<file path="src/rtl/regfile_wb_arbiter_if.sv">
// Writeback bundle for regfile_wb_arbiter: three write requesters, decode-stage
// hazard probes and the registered register-file write port.
interface regfile_wb_arbiter_if #(
  parameter int CNT_W = 16
);
  logic             AluValid;
  logic [4:0]       AluAddr;
  logic [31:0]      AluData;
  logic             AluReady;
  logic             MemValid;
  logic [4:0]       MemAddr;
  logic [31:0]      MemData;
  logic             MemReady;
  logic             LinkValid;
  logic [31:0]      LinkData;
  logic             LinkReady;
  logic [4:0]       ReadAddr1;
  logic [4:0]       ReadAddr2;
  logic             RegWrite;
  logic [4:0]       WriteAddr;
  logic [31:0]      WBData;
  logic             Hazard1;
  logic             Hazard2;
  logic             Stall;
  logic [CNT_W-1:0] WriteCount;

  modport slave (
    input  AluValid, AluAddr, AluData, MemValid, MemAddr, MemData,
           LinkValid, LinkData, ReadAddr1, ReadAddr2,
    output AluReady, MemReady, LinkReady, RegWrite, WriteAddr, WBData,
           Hazard1, Hazard2, Stall, WriteCount
  );

  modport master (
    output AluValid, AluAddr, AluData, MemValid, MemAddr, MemData,
           LinkValid, LinkData, ReadAddr1, ReadAddr2,
    input  AluReady, MemReady, LinkReady, RegWrite, WriteAddr, WBData,
           Hazard1, Hazard2, Stall, WriteCount
  );
endinterface

</file>
<file path="src/rtl/regfile_wb_arbiter.sv">
// Round-robin arbiter merging ALU, load and link writebacks into one
// register-file write port, with per-requester single-entry buffers.
module regfile_wb_arbiter #(
  parameter int CNT_W = 16
) (
  input logic                   CLK,
  input logic                   Reset,
  regfile_wb_arbiter_if.slave   bus
);

  localparam logic [1:0] IDX_ALU  = 2'd0;
  localparam logic [1:0] IDX_MEM  = 2'd1;
  localparam logic [1:0] IDX_LINK = 2'd2;
  localparam logic [4:0] LINK_REG = 5'd31;

  logic [2:0]       r_valid;
  logic [4:0]       r_addr [3];
  logic [31:0]      r_data [3];
  logic [1:0]       r_last;
  logic             r_reg_write;
  logic [4:0]       r_write_addr;
  logic [31:0]      r_wb_data;
  logic [CNT_W-1:0] r_count;

  logic [2:0]  w_req_valid;
  logic [4:0]  w_req_addr [3];
  logic [31:0] w_req_data [3];
  logic [1:0]  w_s0, w_s1, w_s2;
  logic        w_gnt_any;
  logic [1:0]  w_gnt_idx;
  logic [2:0]  w_gnt;
  logic [2:0]  w_conf;
  logic [2:0]  w_ready;
  logic [2:0]  w_accept;
  logic        w_issue;
  logic        w_haz1, w_haz2;

  function automatic logic [1:0] next_idx(input logic [1:0] idx);
    next_idx = (idx == IDX_LINK) ? IDX_ALU : idx + 2'd1;
  endfunction

  // Gather requester inputs into indexable form
  always_comb begin
    w_req_valid           = {bus.LinkValid, bus.MemValid, bus.AluValid};
    w_req_addr[IDX_ALU]   = bus.AluAddr;
    w_req_addr[IDX_MEM]   = bus.MemAddr;
    w_req_addr[IDX_LINK]  = LINK_REG;
    w_req_data[IDX_ALU]   = bus.AluData;
    w_req_data[IDX_MEM]   = bus.MemData;
    w_req_data[IDX_LINK]  = bus.LinkData;
  end

  // Round-robin grant starting one past the last granted buffer
  always_comb begin
    w_s0      = next_idx(r_last);
    w_s1      = next_idx(w_s0);
    w_s2      = next_idx(w_s1);
    w_gnt_any = 1'b1;
    if (r_valid[w_s0]) begin
      w_gnt_idx = w_s0;
    end else if (r_valid[w_s1]) begin
      w_gnt_idx = w_s1;
    end else if (r_valid[w_s2]) begin
      w_gnt_idx = w_s2;
    end else begin
      w_gnt_idx = IDX_ALU;
      w_gnt_any = 1'b0;
    end
    w_gnt = w_gnt_any ? (3'b001 << w_gnt_idx) : 3'b000;
    w_issue = w_gnt_any && (r_addr[w_gnt_idx] != 5'd0);
  end

  // An incoming address matching another occupied buffer must wait, so
  // same-register writes always retire in acceptance order.
  always_comb begin
    for (int i = 0; i < 3; i++) begin
      w_conf[i] = 1'b0;
      for (int j = 0; j < 3; j++) begin
        w_conf[i] = w_conf[i] |
                    ((i != j) && r_valid[j] && (r_addr[j] == w_req_addr[i]));
      end
      w_ready[i]  = !Reset && (!r_valid[i] || w_gnt[i]) && !w_conf[i];
      w_accept[i] = w_ready[i] && w_req_valid[i];
    end
  end

  // Pending-write hazard probes for the decode stage
  always_comb begin
    w_haz1 = (bus.ReadAddr1 != 5'd0) && r_reg_write && (r_write_addr == bus.ReadAddr1);
    w_haz2 = (bus.ReadAddr2 != 5'd0) && r_reg_write && (r_write_addr == bus.ReadAddr2);
    for (int i = 0; i < 3; i++) begin
      w_haz1 = w_haz1 | ((bus.ReadAddr1 != 5'd0) && r_valid[i] && (r_addr[i] == bus.ReadAddr1));
      w_haz2 = w_haz2 | ((bus.ReadAddr2 != 5'd0) && r_valid[i] && (r_addr[i] == bus.ReadAddr2));
    end
  end

  // Buffers, output stage, round-robin pointer and write counter
  always_ff @(posedge CLK) begin
    if (Reset) begin
      r_valid      <= 3'b000;
      r_last       <= IDX_LINK;
      r_reg_write  <= 1'b0;
      r_write_addr <= 5'd0;
      r_wb_data    <= 32'd0;
      r_count      <= '0;
      for (int i = 0; i < 3; i++) begin
        r_addr[i] <= 5'd0;
        r_data[i] <= 32'd0;
      end
    end else begin
      for (int i = 0; i < 3; i++) begin
        if (w_accept[i]) begin
          r_valid[i] <= 1'b1;
          r_addr[i]  <= w_req_addr[i];
          r_data[i]  <= w_req_data[i];
        end else if (w_gnt[i]) begin
          r_valid[i] <= 1'b0;
        end
      end
      r_reg_write <= w_issue;
      if (w_gnt_any) begin
        r_write_addr <= r_addr[w_gnt_idx];
        r_wb_data    <= r_data[w_gnt_idx];
        r_last       <= w_gnt_idx;
      end
      if (w_issue && (r_count != '1)) begin
        r_count <= r_count + CNT_W'(1);
      end
    end
  end

  assign bus.AluReady   = w_ready[IDX_ALU];
  assign bus.MemReady   = w_ready[IDX_MEM];
  assign bus.LinkReady  = w_ready[IDX_LINK];
  assign bus.RegWrite   = r_reg_write;
  assign bus.WriteAddr  = r_write_addr;
  assign bus.WBData     = r_wb_data;
  assign bus.Hazard1    = w_haz1;
  assign bus.Hazard2    = w_haz2;
  assign bus.Stall      = w_haz1 | w_haz2;
  assign bus.WriteCount = r_count;

endmodule

</file>
<file path="src/flat_wrapper.sv">
// flat-port wrapper written by rule: the top's interface ports become plain ports
module regfile_wb_arbiter_flat 
#(
  parameter int CNT_W = 16
)
  (CLK, Reset, bus_AluValid, bus_AluAddr, bus_AluData, bus_MemValid, bus_MemAddr, bus_MemData, bus_LinkValid, bus_LinkData, bus_ReadAddr1, bus_ReadAddr2, bus_AluReady, bus_MemReady, bus_LinkReady, bus_RegWrite, bus_WriteAddr, bus_WBData, bus_Hazard1, bus_Hazard2, bus_Stall, bus_WriteCount);
  regfile_wb_arbiter_if #(.CNT_W(CNT_W)) bus_i ();
  input logic CLK;
  input logic Reset;
  input wire logic [$bits(bus_i.AluValid)-1:0] bus_AluValid;
  input wire logic [$bits(bus_i.AluAddr)-1:0] bus_AluAddr;
  input wire logic [$bits(bus_i.AluData)-1:0] bus_AluData;
  input wire logic [$bits(bus_i.MemValid)-1:0] bus_MemValid;
  input wire logic [$bits(bus_i.MemAddr)-1:0] bus_MemAddr;
  input wire logic [$bits(bus_i.MemData)-1:0] bus_MemData;
  input wire logic [$bits(bus_i.LinkValid)-1:0] bus_LinkValid;
  input wire logic [$bits(bus_i.LinkData)-1:0] bus_LinkData;
  input wire logic [$bits(bus_i.ReadAddr1)-1:0] bus_ReadAddr1;
  input wire logic [$bits(bus_i.ReadAddr2)-1:0] bus_ReadAddr2;
  output wire logic [$bits(bus_i.AluReady)-1:0] bus_AluReady;
  output wire logic [$bits(bus_i.MemReady)-1:0] bus_MemReady;
  output wire logic [$bits(bus_i.LinkReady)-1:0] bus_LinkReady;
  output wire logic [$bits(bus_i.RegWrite)-1:0] bus_RegWrite;
  output wire logic [$bits(bus_i.WriteAddr)-1:0] bus_WriteAddr;
  output wire logic [$bits(bus_i.WBData)-1:0] bus_WBData;
  output wire logic [$bits(bus_i.Hazard1)-1:0] bus_Hazard1;
  output wire logic [$bits(bus_i.Hazard2)-1:0] bus_Hazard2;
  output wire logic [$bits(bus_i.Stall)-1:0] bus_Stall;
  output wire logic [$bits(bus_i.WriteCount)-1:0] bus_WriteCount;
  assign bus_i.AluValid = bus_AluValid;
  assign bus_i.AluAddr = bus_AluAddr;
  assign bus_i.AluData = bus_AluData;
  assign bus_i.MemValid = bus_MemValid;
  assign bus_i.MemAddr = bus_MemAddr;
  assign bus_i.MemData = bus_MemData;
  assign bus_i.LinkValid = bus_LinkValid;
  assign bus_i.LinkData = bus_LinkData;
  assign bus_i.ReadAddr1 = bus_ReadAddr1;
  assign bus_i.ReadAddr2 = bus_ReadAddr2;
  assign bus_AluReady = bus_i.AluReady;
  assign bus_MemReady = bus_i.MemReady;
  assign bus_LinkReady = bus_i.LinkReady;
  assign bus_RegWrite = bus_i.RegWrite;
  assign bus_WriteAddr = bus_i.WriteAddr;
  assign bus_WBData = bus_i.WBData;
  assign bus_Hazard1 = bus_i.Hazard1;
  assign bus_Hazard2 = bus_i.Hazard2;
  assign bus_Stall = bus_i.Stall;
  assign bus_WriteCount = bus_i.WriteCount;
  regfile_wb_arbiter #(.CNT_W(CNT_W)) u_core (.CLK(CLK), .Reset(Reset), .bus(bus_i));
endmodule
</file>
<file path="config.mk">
export PLATFORM = sky130hd
export DESIGN_NAME = regfile_wb_arbiter_flat
export DESIGN_NICKNAME = d
export VERILOG_FILES = /design/src/rtl/regfile_wb_arbiter_if.sv /design/src/rtl/regfile_wb_arbiter.sv /design/src/flat_wrapper.sv
export SDC_FILE = /design/constraint.sdc
export NUM_CORES = 1
export LEC_CHECK = 0
export CORE_ASPECT_RATIO = 1.1
export CORE_MARGIN = 2
export CORE_UTILIZATION = 40
export CTS_BUF_LIST = sky130_fd_sc_hd__clkbuf_2
export CTS_CLUSTER_DIAMETER = 30
export DETAILED_ROUTE_END_ITERATION = 8
export PLACE_DENSITY = 0.7
export SYNTH_ARGS = -nofsm -noshare
export SYNTH_HDL_FRONTEND = slang
export SYNTH_SLANG_ARGS = --single-unit
</file>
<file path="constraint.sdc">
create_clock -name CLK -period 2.5 [get_ports CLK]
set_input_delay 0.5 -clock CLK [delete_from_list [all_inputs] [get_ports CLK]]
set_output_delay 0.5 -clock CLK [all_outputs]
set_load 0.05 [all_outputs]
</file>
* Word level (Yosys, flattened, before mapping) *
Memories as Yosys holds them, arrays and structs flattened. A register that Yosys moved wholly into a read port is not among the register bits.
Index checks and enable logic that the tools add are counted.

storage, ports and cells
  flip-flop bits (word level) = 27
  bits in writable memories = 111
  input bits = 121
  output and inout bits = 60
  word-level logic and storage cells = 139
  memories kept = 2

memories
  memory         depth  bits a word  rd ports  clocked after memory_dff  wr ports  RTL line                  source
  u_core.r_data  3      32           1         1                         3         regfile_wb_arbiter.sv:18  logic [31:0] r_data [3];
  u_core.r_addr  3      5            4         0                         3         regfile_wb_arbiter.sv:17  logic [4:0] r_addr [3];

operators by class
  add/subtract/negate cells = 4
  order comparisons = 3
  equal/unequal tests = 18
  shifts and indexed selects = 1
  mux-type cells = 39
  bitwise logic cells = 16
  reductions and logical operators = 49

operators with widths
  cell                   number
  $mux 32                3
  $eq 5x5->1             12
  $logic_and 1x1->1      33
  $mux 1                 23
  $add 16x1->16 const B  1
  $ne 16x16->1 const B   1
  $or 1x1->1             16
  $mux 5                 3
  $reduce_bool 5->1      3
  $mux 2                 6
  $eq 5x5->1 const B     2
  $lt 2x3->1 const B     3
  $logic_not 1->1        7
  $add 2x1->2 const B    3
  $bmux 1 s2             3
  $eq 2x2->1 const B     3
  $reduce_bool 2->1      3
  $logic_or 1x1->1       3
  $mux 3                 1
  $shl 1x2->3 const A    1

* Logic depth before layout (Yosys ltp) *
  depth in word-level cells = 21
  gate-level depth with buffers = 10
  depth with buffers taken out = 6

* Least setup slack after synthesis *
OpenSTA, ideal clock, no wires.

  path type = input -> register
  from = input port Reset
  to = memory u_core.r_addr[2][3], enable pin
  setup time = 391 ps
  arrival = 3066 ps
  data required time = 2109 ps
  slack = -956 ps
  cell stages on the path = 6
  buffers on the path = 1
  cell sequence = clkbuf_1 clkinv_1 o21ai_0 a211oi_1 nand2_1 nand2_1

RTL lines
  what                RTL line                  source
  start: declaration  flat_wrapper.sv:9         input logic Reset;
  end: declaration    regfile_wb_arbiter.sv:17

==> results.toml <==
[clock_tree]
ctsHoldBuffers = 0
numCtsBuffers = 17
clkTransAtPathRegs_ps = 280
clk-insertion-delay-late_ps = 780
htree_levels = 4
clk_path_buf_depth = 2
tritoncts = "done"
root_buffer = "clkbuf_2"
clock-sinks = 166

[power]
total_power_uw = 6370
ir_worst_vdd_uv = 302
power_density_mw_per_mm2 = 592
leakage_uw = 0.00425

[timing]
rsz0062_at_grt = "yes"
slew_headroom_pct = 39.2
tightest_slew_ps = 909
setup_viol = 6
fin_setup_tns_ps = -2390
skew_ps = 47.0
min_period_over_period_pct = 120
drv_slew = 0
hold_viol = 0
timing.final.ws_setup_ps = -494
clock.fmax_ghz = 0.334
fin_crit_ps = 2990

[floorplan]
die_x_microns = 137
ioPinCount = 181
die_area_sq_mm = 0.0206
start_util_pct = 40.8
core_sq_mm = 0.0191
num_rows = 53
die_y_microns = 150

[detailed_routing]
routedWlPerCell_microns = 17.8
drc = 0
antenna_left = 0
via_per_inst = 5.23
vias = 5926
drt-total-wl_microns = 20200
drt_first_pass_iters = 7
drt_iter0_markers = 365

[synth]
synth_top_area_share_pct = 41.2
synth-edff-count = 107
synth_most_common_cell = "edfxtp_1"
ys_ff_latch = 166
avgSynthCellArea_sq_um = 12.0
netlist_area_sq_mm = 0.00779
synthTopCellsByArea = "edfxtp_1 41%, dfxtp_1 15%, nor2b_1 6.2%"
synth.largest_area_cell = "edfxtp_1"
ys_top_cells_by_count = "107 x edfxtp_1, 77 x nor2b_1, 59 x dfxtp_1"
synth-async-reset-ratio_pct = 0
syn_nets = 771
synth_cell_type_count = 52
syn_inst = 649
yosysSeqAreaShare_pct = 56.4
synth_ff_type = "edfxtp_1"
synth_warnings = 0

[setup_path]
end_kind = "output port"
start_kind = "flip-flop"
worst_ep_arrival_time_ps = 2490
crit_type = "reg2out"
critPathMaxFanout = 4
worstPathRequired_ps = 2000

[global_routing]
grt_max_degree = 46
antenna_found_initial = 1
grt_pass1_wl_microns = 30900
grt_remaining_overflow = 0
grt.total_usage_pct = 19.7
grt_pass1_vias = 5846

[cells_and_area]
area_growth_pct = 38.0
fin_nets = 995
fillerInstances = 1673
utilization_pct = 56.3
drive_above_1_share_pct = 25.1

[run]
drv_cap = 0

[place]
place_congestion = 0.808
hpwl_microns = 13900
portBuffers = 180
dp_slack_ps = -333

[run_status]
status = "complete, but fails checks"
violations = "negative setup slack"

[worst_hold_path]
hp-class = "in2reg"
## worst paths after layout
path,startpoint,end,slack (ps),depth (start not counted)
max,u_core.r_addr[1][2],bus_Stall,-490,7
min reg2reg,u_core.bus.WriteCount[10],u_core.bus.WriteCount[10],520,2
min,Reset,u_core.bus.WBData[0],280,3
max reg2reg,u_core.r_addr[1][1],u_core.r_addr[2][3],60,9
## flip-flops by register name (all words and copies together), names as in the netlist
name	count
u_core.bus.WriteAddr	5
u_core.bus.RegWrite	1
u_core.bus.WriteCount	16
u_core.bus.WBData	32
u_core.r_addr	11
u_core.r_last	2
u_core.r_valid	3
u_core.r_data	96
## worst max-delay path: stages, from the launching register on
cell and delay, ps:
edfxtp_1 560, xor2_1 190, nor4_1 290, nand3_1 140
o31ai_2 90, o22a_1 200, or2_4 130, buf_8 130
## cells by family (layout without fill, tap and decap cells)
logic type	Yosys count	in the layout	synth area share (%)
AND/OR/NAND/NOR	250	250	20.1
flip-flops	166	166	56.4
AO/OA/AOI/OAI	96	96	9.45
buffers and inverters	56	293	3.84
XOR/XNOR	42	42	4.72
multiplexers	38	38	5.39
adder cells (fa/ha/maj)	1	1	0.160
other	0	1	0
## power by group
part / switching [uW] / internal (uW) / total (uW)
sequential: 131 / 3200 / 3330
combinational: 819 / 691 / 1510
clock: 1100 / 432 / 1530
## cells in the final DEF, fill, tap and decap left out, types with 5 or more instances in the layout
cell,n
mux2i_1,6
a21oi_1,20
or3_1,11
edfxtp_1,107
nor2_1,51
dfxtp_2,6
xor2_1,23
buf_4,58
nor2b_4,20
clkbuf_2,17
xnor2_1,13
nor2b_1,76
nand3_1,11
nand4_1,13
dfxtp_1,53
nor2b_2,12
o21ai_0,13
a222oi_1,32
dlygate4sd2_1,54
clkdlybuf4s50_1,119
a211oi_1,6
or4_1,6
mux2_2,32
buf_6,12
nand2_1,15
buf_12,9
inv_1,5
## what timing repair did
item                                    4_1_cts  5_1_grt
buffers inserted                             12       10
endpoints found under the setup margin       60        6
gates resized for setup                      77       22
pin swaps                                    14       17
hold endpoints to repair                      0        0
## per-layer routing
metal / share of wire [%] / global-route usage (%) / vias up / routed length, microns
li1: - / - / 2825 / -
met1: 41 / 24.7 / 2866 / 8200
met2: 51 / 33.4 / 217 / 10300
met3: 7.3 / 5.49 / 18 / 1470
met4: 1.1 / 5.31 / 0 / 221
met5: 0 / 0 / - / 0
## final cells by class
class                   instances  area (sq um)  area share [%]
repair buffers                255          2450            22.8
inverters                       6          22.5           0.209
well taps                     247           309            2.87
clock buffers                  17          85.1           0.791
multi-input cells             427          3300            30.7
diodes                          1          2.50          0.0233
clock inverters                15           184            1.71
flip-flops and latches        166          4400            40.9
## through the flow
step,cell area (sq um),instances,hold WS [ps]
after detailed placement,10200,1083,496
after global routing,10800,1134,203
after global placement,10200,1083,484
after floorplan,7820,649,475
after CTS,10600,1127,203
final,10800,1134,278
Power figures use the tool's default switching activity.
